<file path="src/rtl/cpu_loader.sv">
// Host-side loader for the CPU accelerator: writes imem/dmem from a 16-bit command
// stream, runs the CPU until flag_done or a timeout, and returns the captured Out_R.
module cpu_loader #(
    parameter int DATAWIDTH = 16,
    parameter int TIMEOUT_W = 20,
    parameter int TIMEOUT   = 1000000
) (
    input  logic                 clk_i,
    input  logic                 rst,
    input  logic                 in_valid,
    input  logic [DATAWIDTH-1:0] in_data,
    output logic                 in_ready,
    output logic                 ex_iwe,
    output logic [DATAWIDTH-1:0] ex_iaddr,
    output logic [DATAWIDTH-1:0] ex_idata,
    output logic                 ex_dwe,
    output logic [DATAWIDTH-1:0] ex_daddr,
    output logic [DATAWIDTH-1:0] ex_ddata,
    output logic                 cpu_rst_n,
    input  logic                 flag_done,
    input  logic [DATAWIDTH-1:0] Out_R,
    output logic                 res_valid,
    output logic [DATAWIDTH-1:0] res_data,
    output logic                 res_timeout,
    input  logic                 res_ready,
    output logic                 busy
);

    typedef enum logic [2:0] {IDLE, ADDR, DATA, RUN, WAIT_DONE, RESULT} state_t;

    localparam logic [TIMEOUT_W-1:0] LAST_CNT = TIMEOUT_W'(TIMEOUT - 1);

    state_t                 state, state_nxt;
    logic                   target, target_nxt;
    logic [DATAWIDTH-2:0]   count, count_nxt;
    logic [DATAWIDTH-2:0]   index, index_nxt;
    logic [DATAWIDTH-1:0]   base, base_nxt;
    logic [TIMEOUT_W-1:0]   run_cnt, run_cnt_nxt;

    logic                   in_ready_nxt, cpu_rst_n_nxt, res_valid_nxt, busy_nxt;
    logic                   iwe_nxt, dwe_nxt, res_timeout_nxt;
    logic [DATAWIDTH-1:0]   iaddr_nxt, idata_nxt, daddr_nxt, ddata_nxt, res_data_nxt;
    logic [DATAWIDTH-1:0]   wr_addr;
    logic                   in_fire, res_fire;

    // A transfer on either port happens only in a cycle where valid && ready are both high;
    // the ready/valid outputs are registers, so they describe the current state.
    assign in_fire  = in_valid && in_ready;
    assign res_fire = res_valid && res_ready;

    always_comb begin
        state_nxt       = state;
        target_nxt      = target;
        count_nxt       = count;
        index_nxt       = index;
        base_nxt        = base;
        run_cnt_nxt     = run_cnt;
        iwe_nxt         = 1'b0;
        dwe_nxt         = 1'b0;
        iaddr_nxt       = ex_iaddr;
        idata_nxt       = ex_idata;
        daddr_nxt       = ex_daddr;
        ddata_nxt       = ex_ddata;
        res_data_nxt    = res_data;
        res_timeout_nxt = res_timeout;
        wr_addr         = base + {1'b0, index};

        case (state)
            IDLE: begin
                if (in_fire) begin
                    if (in_data == '1) begin
                        state_nxt = RUN;
                    end else begin
                        target_nxt = in_data[DATAWIDTH-1];
                        count_nxt  = in_data[DATAWIDTH-2:0];
                        state_nxt  = ADDR;
                    end
                end
            end
            ADDR: begin
                if (in_fire) begin
                    base_nxt  = in_data;
                    index_nxt = '0;
                    state_nxt = (count == '0) ? IDLE : DATA;
                end
            end
            DATA: begin
                if (in_fire) begin
                    if (target) begin
                        dwe_nxt   = 1'b1;
                        daddr_nxt = wr_addr;
                        ddata_nxt = in_data;
                    end else begin
                        iwe_nxt   = 1'b1;
                        iaddr_nxt = wr_addr;
                        idata_nxt = in_data;
                    end
                    index_nxt = index + 1'b1;
                    if (index == count - 1'b1) begin
                        state_nxt = IDLE;
                    end
                end
            end
            RUN: begin
                run_cnt_nxt = '0;
                state_nxt   = WAIT_DONE;
            end
            WAIT_DONE: begin
                // flag_done has priority over a coincident timeout
                if (flag_done) begin
                    res_data_nxt    = Out_R;
                    res_timeout_nxt = 1'b0;
                    state_nxt       = RESULT;
                end else if (run_cnt == LAST_CNT) begin
                    res_data_nxt    = Out_R;
                    res_timeout_nxt = 1'b1;
                    state_nxt       = RESULT;
                end else begin
                    run_cnt_nxt = run_cnt + 1'b1;
                end
            end
            RESULT: begin
                if (res_fire) begin
                    state_nxt = IDLE;
                end
            end
            default: state_nxt = IDLE;
        endcase

        // Control outputs are registered copies of what the next state implies.
        in_ready_nxt  = (state_nxt == IDLE) || (state_nxt == ADDR) || (state_nxt == DATA);
        cpu_rst_n_nxt = (state_nxt == RUN) || (state_nxt == WAIT_DONE) || (state_nxt == RESULT);
        res_valid_nxt = (state_nxt == RESULT);
        busy_nxt      = (state_nxt != IDLE);
    end

    always_ff @(posedge clk_i) begin
        if (rst) begin
            state       <= IDLE;
            target      <= 1'b0;
            count       <= '0;
            index       <= '0;
            base        <= '0;
            run_cnt     <= '0;
            in_ready    <= 1'b1;
            ex_iwe      <= 1'b0;
            ex_iaddr    <= '0;
            ex_idata    <= '0;
            ex_dwe      <= 1'b0;
            ex_daddr    <= '0;
            ex_ddata    <= '0;
            cpu_rst_n   <= 1'b0;
            res_valid   <= 1'b0;
            res_data    <= '0;
            res_timeout <= 1'b0;
            busy        <= 1'b0;
        end else begin
            state       <= state_nxt;
            target      <= target_nxt;
            count       <= count_nxt;
            index       <= index_nxt;
            base        <= base_nxt;
            run_cnt     <= run_cnt_nxt;
            in_ready    <= in_ready_nxt;
            ex_iwe      <= iwe_nxt;
            ex_iaddr    <= iaddr_nxt;
            ex_idata    <= idata_nxt;
            ex_dwe      <= dwe_nxt;
            ex_daddr    <= daddr_nxt;
            ex_ddata    <= ddata_nxt;
            cpu_rst_n   <= cpu_rst_n_nxt;
            res_valid   <= res_valid_nxt;
            res_data    <= res_data_nxt;
            res_timeout <= res_timeout_nxt;
            busy        <= busy_nxt;
        end
    end

endmodule
</file>
<file path="config.mk">
export PLATFORM = sky130hd
export DESIGN_NAME = cpu_loader
export DESIGN_NICKNAME = d
export VERILOG_FILES = /design/src/rtl/cpu_loader.sv
export SDC_FILE = /design/constraint.sdc
export NUM_CORES = 1
export LEC_CHECK = 0
export ABC_AREA = 1
export CORE_AREA = 2 2 113 158
export DETAILED_ROUTE_END_ITERATION = 16
export DIE_AREA = 0 0 115 160
export PLACE_DENSITY = 0.68
export SLEW_MARGIN = 20
export SYNTH_ARGS = -nofsm -noshare
export SYNTH_HDL_FRONTEND = slang
export SYNTH_SLANG_ARGS = --single-unit
</file>
<file path="constraint.sdc">
create_clock -name clk_i -period 5.74 [get_ports clk_i]
set_input_delay 0.574 -clock clk_i [delete_from_list [all_inputs] [get_ports clk_i]]
set_output_delay 0.574 -clock clk_i [all_outputs]
set_load 0.02 [all_outputs]
</file>
==> metrics.md, run 1 <==
| Metric | Value |
|---|---|
| Post-layout minimum cycle time | `2720 ps` |
| Top delay family on crit path | `simple AND/OR/NAND/NOR gates` |
| Placer Congestion | `0.912` |
| H-tree levels | `4` |
| Final Hold Vio Count | `0` |
| Layout cell share with drive strength beyond 1 | `4.95%` |
| Critical path startpoint category | `flop` |
| CTS Sinks | `157` |
| Post-Synthesis Cells | `1069` |
| Row cnt | `57` |
| CP required | `6120 ps` |
| Met3 GRT Util | `3.91%` |
| Clk_skew | `15.9 ps` |
| Most frequent CP cell | `nand2_1` |
| Comb pwr share | `12.1%` |
| Vias in the first global route | `6637` |
| Fmax achieved | `367 MHz` |
| Core ar. | `0.0171 mm^2` |
| Die Ht | `160 um` |
| Most common cell after layout, fill and taps aside | `nor2_1` |
| Reg clk slew, reported paths | `80 ps` |
| Root Buffer | `clkbuf_16` |
| Nets | `1236` |
| Final Total Pwr | `2.65 mW` |
| Cts hold-fix bufs | `0` |
| Post-DRT Antenna Nets | `0` |
| Part of the power in registers | `43.9%` |
| Max stage delay on crit path | `580 ps` |
| Crit path kind | `reg -> reg` |
| WL/cell | `15.0 um` |
| First-pass DRT Iterations | `5` |
| Setup violators final | `0` |
| Port buffer count | `123` |
| Net Sw Frac | `30.2%` |
| Net switching power | `800 uW` |
| Setup TNS | `0 ps` |
| Met1 Use GR | `27.5%` |
| Hold Path Class | `reg -> reg` |
| DIE AREA | `0.0184 mm^2` |
| Worst slew pin tran | `709 ps` |
| CTS Buffer Depth | `2` |
| Worst setup EP type | `flop` |
| Clk Latency, worst-skew pair | `450 ps` |
| First-pass GRT wire length | `33500 um` |
| P_int | `1.85 mW` |
| Worst vdd ir | `0.190 mV` |
| Syn avg cell area | `7.01 um^2` |
| WP buf/inv | `4` |
| Number of max-cap violations | `0` |
| Final wirelength | `21000 um` |
| Flop and latch count out of synthesis | `157` |
| Critical path cell sequence | `inv_2 -> nor3_1 -> inv_1 -> nand2_1 -> nand2_1 -> inv_1 -> nand2_1 -> inv_1 -> nand3_1 -> o21ai_0 -> nand2_1 -> nor2_1` |
| 1st-iter DRT viols | `470` |
| Largest net degree at the start of global routing | `87` |
| Layout area overhead | `26.9%` |
| Drc violations | `0` |
| Final period util | `47.4%` |
| Synth unique cells | `35` |
| Status | `completed` |
| Final HPWL from detailed placement | `15300 um` |
| Post-placement cell count | `1366` |
| Syn Nets | `1125` |
| Total congestion overflow | `0` |
| Sequential fraction of the synthesis area | `41.9%` |
| Mapped cell area | `0.00750 mm^2` |
| Antenna diodes | `0` |
| TritonCTS clock tree | `yes` |
| CP max stage cell | `inv_1` |
| Via density | `5.12` |
| Fillers | `1684` |
| P per Cell Area | `278 mW/mm^2` |
| Synth warnings | `0` |
| Arrival time worst endpoint | `3100 ps` |
| Vias | `7160` |
| Post-CTS setup buffer count | `0` |
| Number of CTS-inserted buffers | `17` |
| Leak | `4.20 nW` |
| Die Width | `115 um` |
| Most frequent cells in the layout | `nor2_1 (169), nand2_1 (164), dfxtp_1 (157), inv_1 (137), clkdlybuf4s50_1 (122)` |
| Final Non-Filler Cells | `1399` |
| Total track usage | `23.2%` |
| Maximum fanout along the worst path | `20` |
| I/O pin count | `124` |
| Initial antenna violation count | `0` |
| Slew Limit Headroom | `52.6%` |
| Global routing's busiest layer | `met2` |
| Slew Viols, Final | `0` |
| Met2 Use GR | `40.9%` |
| Initial core utilization | `43.8%` |
| Unrepaired setup endpoints after global routing | `no` |
| Clock Power Share | `44.1%` |
| Post-CTS Resized | `0` |
## power groups by stage
stage | logic, mW | clock network, mW | registers (mW)
final | 0.320 | 1.17 | 1.16
after global routing | 0.362 | 1.23 | 1.17
after CTS | 0.319 | 1.18 | 1.16
after detailed placement | 0.316 | 0 | 1.19
after global placement | 0.313 | 0 | 1.19
after floorplan | 0.192 | 0 | 1.19
## worst paths after layout
kind / startpoint / end / slack, ps / cells past startpoint
min reg2reg: run_cnt[3] / run_cnt[3] / 470 / 1
max: state[0] / run_cnt[8] / 3020 / 12
max reg2reg: state[0] / run_cnt[8] / 3020 / 12
min: run_cnt[3] / run_cnt[3] / 470 / 1
## routing by layer
layer,wire length [um],vias to the layer above,part of all wire (%)
li1,-,3713,-
met1,8840,3251,42
met2,10900,164,52
met3,735,32,3.5
met4,499,0,2.4
met5,0,-,0
## stage by stage
| step | hold WS [ps] | setup WS, ps | cell area (um^2) | util (%) |
|---|---|---|---|---|
| 6_report | 466 | 3020 | 9510 | 55.6 |
| 5_1_grt | 497 | 2690 | 9510 | 55.6 |
| 4_1_cts | 464 | 2810 | 9490 | 55.4 |
| 3_5_place_dp | 452 | 2350 | 8860 | 51.8 |
| 3_3_place_gp | 446 | 2420 | 8860 | 51.8 |
| 2_1_floorplan | 434 | 3840 | 7500 | - |
## Yosys cell counts
master / count / area share [%]
o21ai_0: 118 / 7.9
nand2_1: 164 / 8.2
a31oi_1: 3 / 0.25
nor4_1: 7 / 0.58
a21o_1: 5 / 0.50
fa_1: 1 / 0.27
a21boi_0: 2 / 0.20
clkinv_1: 1 / 0.050
buf_6: 2 / 0.30
nor3b_1: 1 / 0.10
xnor2_1: 8 / 0.93
or2_2: 4 / 0.33
nand3_1: 38 / 2.5
nor3_1: 22 / 1.5
nand3b_1: 3 / 0.30
o21a_1: 2 / 0.20
nand3_2: 1 / 0.13
nor3_4: 1 / 0.22
inv_2: 3 / 0.15
dfxtp_1: 157 / 42
nand2_2: 2 / 0.17
clkbuf_1: 26 / 1.3
nor2_2: 4 / 0.33
inv_1: 138 / 6.9
buf_1: 1 / 0.050
nor2_1: 169 / 8.5
a21oi_1: 104 / 6.9
buf_2: 7 / 0.47
nor2_4: 5 / 0.75
nand4_1: 24 / 2.0
a211oi_1: 3 / 0.30
o21bai_1: 4 / 0.40
o31ai_1: 4 / 0.40
ha_1: 18 / 3.0
xor2_1: 17 / 2.0
## cell type report
class	count	area (um^2)	area share (%)
sequential	157	3140	33.0
clock inverter	15	201	2.12
inverter	142	533	5.60
clock buffer	17	425	4.47
tap	206	258	2.71
timing repair buffer	128	1280	13.5
multi-input combinational	734	3670	38.6
## flip-flops by register name, indices dropped and copies added (netlist names), 3 cells and up
signal and flops:
res_data 16, run_cnt 20, state 3, ex_idata 16, count 15, ex_daddr 16, index 15, ex_iaddr 16
ex_ddata 16, base 16
## cells by family (layout without fill, tap and decap cells)
group	Yosys count	after routing	share of synthesized area (%)
fa+ha+maj	19	19	3.27
buf+inv	178	302	9.23
simple gates	445	445	25.6
xor+xnor	25	25	2.92
flops	157	157	41.9
compound gates	245	245	17.1
(Power assumes the default switching activity.)
==> inputs of run 2 (changes only) <==
clock period = 2.8 ns   (was 5.74 ns; I/O delays follow)
==> run 2 against run 1 <==
- die area did not move
- design area rose by 0.39%
- non-clock buffer count rose by 8
- cell count rose by 0.57%
- first-iteration DRC count rose by 16%
- maximum frequency rose by 23%
- clock power rose by 110%
- count of clock-buffer cells in the layout did not move
- total power rose by 110%
- critical endpoint is now ex_iaddr[9]
- largest power group unchanged
==> metrics.md, run 2 (synthesis gave the netlist of run 1 again) <==
| Metric | Value |
|---|---|
| I/O pin count | `124 (unchanged)` |
| Final WS setup | `592 ps (-2430 ps)` |
| First-pass GRT wire length | `34100 um (+1.8%)` |
| Drc violations | `0 (unchanged)` |
| Reg clk slew, reported paths | `70 ps (about the same)` |
| Vias | `7249 (+1.2%)` |
| Status | `completed` |
| Hold Crit Start | `rst` |
| Crit path kind | `reg -> reg` |
| Port buffer count | `123 (unchanged)` |
| Nets | `1244 (+0.65%)` |
| 1st-iter DRT viols | `544 (+16%)` |
| Clk_skew | `9.16 ps (-6.73 ps)` |
| Antenna diodes | `0 (unchanged)` |
| Post-CTS setup buffer count | `0 (unchanged)` |
| Most common cell after layout, fill and taps aside | `nor2_1` |
| Layout area overhead | `27.4%` |
| Arrival time worst endpoint | `2540 ps (-560 ps)` |
| Total track usage | `23.5% (+0.32 points)` |
| Setup violators final | `0 (unchanged)` |
| H-tree levels | `4 (unchanged)` |
| P per Cell Area | `572 mW/mm^2 (+110%)` |
| Fmax achieved | `453 MHz (+23%)` |
| Total congestion overflow | `0 (unchanged)` |
| Final wirelength | `20900 um (-0.55%)` |
| Leak | `4.24 nW (+0.82%)` |
| Critical path startpoint category | `flop` |
| Setup slack after placement | `479 ps (-1870 ps)` |
| Number of max-cap violations | `0 (unchanged)` |
| Cts hold-fix bufs | `0 (unchanged)` |
| Hold Path Class | `in -> reg` |
| Die Ht | `160 um (unchanged)` |
| WHS | `296 ps (-169 ps)` |
| Via density | `5.15 (+0.67%)` |
| Post-DRT Antenna Nets | `0 (unchanged)` |
| Post-layout minimum cycle time | `2210 ps (-515 ps)` |
| Clk Latency, worst-skew pair | `430 ps (-20 ps)` |
| Most frequent cells in the layout | `nor2_1 (169), nand2_1 (164), dfxtp_1 (157), inv_1 (137), clkdlybuf4s50_1 (122)` |
| Initial antenna violation count | `0 (unchanged)` |
| Crit path launch | `index[2]` |
| Final Hold Vio Count | `0 (unchanged)` |
| Worst vdd ir | `0.348 mV (+83%)` |
| Worst setup EP type | `flop` |
| CTS Sinks | `157 (unchanged)` |
| Die Width | `115 um (unchanged)` |
| WL/cell | `14.8 um (-1.1%)` |
| Unrepaired setup endpoints after global routing | `no` |
| DIE AREA | `0.0184 mm^2 (unchanged)` |
| Vias in the first global route | `6817 (+2.7%)` |
| Slew Viols, Final | `0 (unchanged)` |
| Final HPWL from detailed placement | `15400 um (about the same)` |
| Initial core utilization | `43.8% (unchanged)` |
| Largest net degree at the start of global routing | `91 (+4.6%)` |
| Fillers | `1697 (+0.77%)` |
| Core ar. | `0.0171 mm^2 (unchanged)` |
| Layout cell share with drive strength beyond 1 | `5.58% (+0.63 points)` |
| First-pass DRT Iterations | `5 (unchanged)` |
| Largest register FFs | `20 (unchanged)` |
| Slew Limit Headroom | `49.3% (-3.2 points)` |
| CTS Buffer Depth | `2 (unchanged)` |
| CP required | `3130 ps (-2990 ps)` |
| Maximum fanout along the worst path | `6 (-70%)` |
| Row cnt | `57 (unchanged)` |
| Worst slew pin tran | `760 ps (+50.4 ps)` |
| Placer Congestion | `0.891 (-2.3%)` |
| Root Buffer | `clkbuf_16` |
| Post-CTS Resized | `0 (unchanged)` |
| Top reg by flops | `run_cnt` |
| Number of CTS-inserted buffers | `17 (unchanged)` |
| TritonCTS clock tree | `yes` |
| Final period util | `78.9% (+31 points)` |
| Reg-to-Reg Start | `index[2]` |
| Setup TNS | `0 ps (unchanged)` |
==> run 2: layout make-up <==
type                    instances  area (um^2)  share of cell area (%)
clock buffers                  17          425                    4.45
clock inverters                15          199                    2.08
inverters                     142          533                    5.58
multi-input cells             734         3670                    38.4
flip-flops and latches        157         3140                    32.9
well taps                     206          258                    2.70
repair buffers                136         1320                    13.9
==> run 2: per-layer routing <==
metal / global-route usage, % / up-vias / wire, um
met4: 10.4 / 0 / 692
met1: 27.7 / 3300 / 8710
met3: 4.06 / 41 / 867
met2: 41.1 / 181 / 10600
li1: - / 3727 / -
met5: 0 / - / 0
==> run 2: stage by stage <==
| stage | cell area [um^2] | instances | power (mW) | utilization, % |
|---|---|---|---|---|
| 6_report | 9550 | 1407 | 5.46 | 55.8 |
| 5_1_grt | 9550 | 1407 | 5.68 | 55.8 |
| 4_1_cts | 9550 | 1407 | 5.50 | 55.8 |
| 3_5_place_dp | 8930 | 1375 | 3.08 | 52.1 |
| 3_3_place_gp | 8930 | 1375 | 3.07 | 52.1 |
| 2_1_floorplan | 7500 | 1069 | 2.84 | - |
==> run 2: power by group <==
part	switching [mW]	leakage, nW	internal (mW)
sequential	0.0686	1.27	2.31
combinational	0.411	2.66	0.250
clock	1.06	0.303	1.37
total	1.54	4.24	3.93
==> run 2: final timing paths <==
| check | to | slack [ps] | cells past startpoint |
|---|---|---|---|
| hold / removal | index[12] | 300 | 4 |
| hold reg to reg | run_cnt[3] | 470 | 1 |
| setup / recovery | ex_iaddr[9] | 590 | 10 |
| setup reg to reg | ex_iaddr[9] | 590 | 10 |
==> run 2: critical path, cell delays in order, from the launching register on <==
cell	delay, ps
dfxtp_1	440
ha_1	340
a21oi_1	160
nand2_1	120
a21boi_0	280
o21ai_0	180
a21oi_1	200
xor2_1	210
nand2_1	80
nand2_1	60
inv_1	30
==> inputs of run 3 (changes only) <==
PLACE_DENSITY = 0.71   (was 0.68)
clock period = 1.9 ns   (was 2.8 ns; I/O delays follow)
==> run 3 against run 2 <==
- non-clock buffer count rose by 75
- setup slack worse by 530 ps
- sequential share of layout area down 2.8 points
- via count increased by 4.5%
- count of clock-buffer cells in the layout rose by 1
- sequential cell count is the same
- clock skew fell by 0.69 ps
- critical path depth is 1 higher
- core utilization increased by 5.7 points
- maximum frequency increased by 20%
- design area is 10% higher
==> metrics.md, run 3 (synthesis gave the netlist of run 1 again) <==
| Metric | Value |
|---|---|
| Status | `completed` |
| Die Ht | `160 um (unchanged)` |
| Setup violators final | `0 (unchanged)` |
| Vias | `7578 (+4.5%)` |
| Max stage delay on crit path | `340 ps (-100 ps)` |
| Hold path cells | `3 (-1)` |
| Arrival time worst endpoint | `2160 ps (-380 ps)` |
| Unrepaired setup endpoints after global routing | `yes` |
| Final Hold Vio Count | `0 (unchanged)` |
| Core ar. | `0.0171 mm^2 (unchanged)` |
| Critical path cell sequence | `ha_4 -> a21oi_2 -> nand2_2 -> buf_4 -> nand3_1 -> nand3_2 -> buf_4 -> a21oi_2 -> xnor2_1 -> o21ai_0 -> inv_1` |
| Worst reg2reg setup slack | `60 ps (-530 ps)` |
| CP max stage cell | `dfxtp_2` |
| Reg clk slew, reported paths | `70 ps (about the same)` |
| Port buffer count | `123 (unchanged)` |
| Total congestion overflow | `0 (unchanged)` |
| Slew Viols, Final | `0 (unchanged)` |
| Final period util | `96.7% (+18 points)` |
| Vias in the first global route | `7069 (+3.7%)` |
| TritonCTS clock tree | `yes` |
| Nets | `1319 (+6.0%)` |
| Critical path startpoint category | `flop` |
| Layout cell share with drive strength beyond 1 | `16.7% (+11 points)` |
| First-pass DRT Iterations | `6 (+1)` |
| Final HPWL from detailed placement | `16400 um (+6.6%)` |
| CP required | `2230 ps (-900 ps)` |
| Top delay family on crit path | `compound AO/OA/AOI/OAI gates` |
| Crit path kind | `reg -> reg` |
| Setup slack after placement | `-163 ps (-642 ps)` |
| Die Width | `115 um (unchanged)` |
| First-pass GRT wire length | `35400 um (+3.7%)` |
| Drc violations | `0 (unchanged)` |
| Post-route cell area | `0.0105 mm^2 (+10%)` |
| Placer Congestion | `0.904 (+1.5%)` |
| Final Non-Filler Cells | `1482 (+5.3%)` |
| 1st-iter DRT viols | `533 (-2.0%)` |
| Most common cell after layout, fill and taps aside | `nor2_1` |
| Clk Latency, worst-skew pair | `430 ps (about the same)` |
| Top reg by flops | `run_cnt` |
| Hold Path Class | `in -> reg` |
| Leak | `4.64 nW (+9.6%)` |
| Initial antenna violation count | `0 (unchanged)` |
| Critical Path Stages | `11 (+1)` |
| Slew Limit Headroom | `69.1% (+20 points)` |
| Number of CTS-inserted buffers | `17 (unchanged)` |
| Maximum fanout along the worst path | `3 (-3)` |
| Final wirelength | `22400 um (+7.4%)` |
| Via density | `5.11 (-0.75%)` |
| Post-placement cell count | `1446 (+5.2%)` |
| I/O pin count | `124 (unchanged)` |
| Clk_skew | `8.47 ps (-0.688 ps)` |
| Final WS setup | `62.7 ps (-529 ps)` |
| Cts hold-fix bufs | `0 (unchanged)` |
| WP buf/inv | `3 (+2)` |
| H-tree levels | `4 (unchanged)` |
| Post-Route Utilization | `61.5% (+5.7 points)` |
| CTS Sinks | `157 (unchanged)` |
| Row cnt | `57 (unchanged)` |
| WL/cell | `15.1 um (+1.9%)` |
| Fmax achieved | `544 MHz (+20%)` |
| Number of max-cap violations | `0 (unchanged)` |
| Largest register FFs | `20 (unchanged)` |
| DP Area | `0.00951 mm^2 (+6.6%)` |
| Post-DRT Antenna Nets | `0 (unchanged)` |
| Worst vdd ir | `0.630 mV (+81%)` |
| Root Buffer | `clkbuf_16` |
| Antenna diodes | `0 (unchanged)` |
| FF-to-FF path depth | `11 (+1)` |
| WHS | `339 ps (+42.4 ps)` |
| Most frequent cells in the layout | `nor2_1 (161), nand2_1 (155), dfxtp_1 (143), inv_1 (132), clkdlybuf4s50_1 (123)` |
| Layout area overhead | `40.4%` |
| Initial core utilization | `43.8% (unchanged)` |
| Worst slew pin tran | `462 ps (-298 ps)` |
| P per Cell Area | `781 mW/mm^2 (+37%)` |
| Largest net degree at the start of global routing | `91 (unchanged)` |
| CTS Buffer Depth | `2 (unchanged)` |
| DIE AREA | `0.0184 mm^2 (unchanged)` |
| Worst setup EP type | `flop` |
| Post-layout minimum cycle time | `1840 ps (-371 ps)` |
| Total track usage | `24.1% (+0.62 points)` |
run 3: timing repair:
action / in CTS / in global routing
endpoints found under the setup margin: 11 / 86
buffers inserted: 1 / 3
resized for setup: 16 / 78
pin swaps: 6 / 22
run 3: layout make-up:
| cell class | count | area, um^2 |
|---|---|---|
| clock inverters | 14 | 173 |
| clock buffers | 18 | 439 |
| inverters | 142 | 537 |
| well taps | 206 | 258 |
| multi-input cells | 734 | 3990 |
| repair buffers | 211 | 1960 |
| flip-flops and latches | 157 | 3170 |
| fillers | 1527 | 6590 |
run 3: worst register-to-register path, cell delays in order (launching register included):
cell and delay (ps):
dfxtp_2 340, ha_4 250, a21oi_2 140, nand2_2 80, buf_4 140, nand3_1 80, nand3_2 120, buf_4 170
a21oi_2 130, xnor2_1 90, o21ai_0 150, inv_1 50
run 3: through the flow:
stage / power, mW / TNS, ps
6_report: 8.23 / 0
5_1_grt: 8.53 / -128
4_1_cts: 8.19 / 0
3_5_place_dp: 4.65 / -4150
3_3_place_gp: 4.63 / -1810
2_1_floorplan: 4.18 / 0
run 3: layer usage:
layer / GRT usage, % / up-vias / wire length, um
li1: - / 3865 / -
met1: 28.4 / 3520 / 9290
met2: 42.2 / 151 / 11600
met3: 4.17 / 42 / 686
met4: 10.9 / 0 / 869
met5: 0 / - / 0
run 3: power by group:
| group | leakage (nW) | switching, mW | total [mW] | internal, mW |
|---|---|---|---|---|
| clock | 0.305 | 1.52 | 3.55 | 2.03 |
| sequential | 1.28 | 0.113 | 3.52 | 3.41 |
| combinational | 3.06 | 0.660 | 1.15 | 0.494 |
| total | 4.64 | 2.29 | 8.23 | 5.93 |
run 3: path summary, 6_finish.rpt:
path	startpoint	endpoint
min reg2reg	res_timeout	res_timeout
max	index[2]	ex_daddr[15]
min	Out_R[7]	res_data[7]
max reg2reg	index[2]	ex_daddr[15]
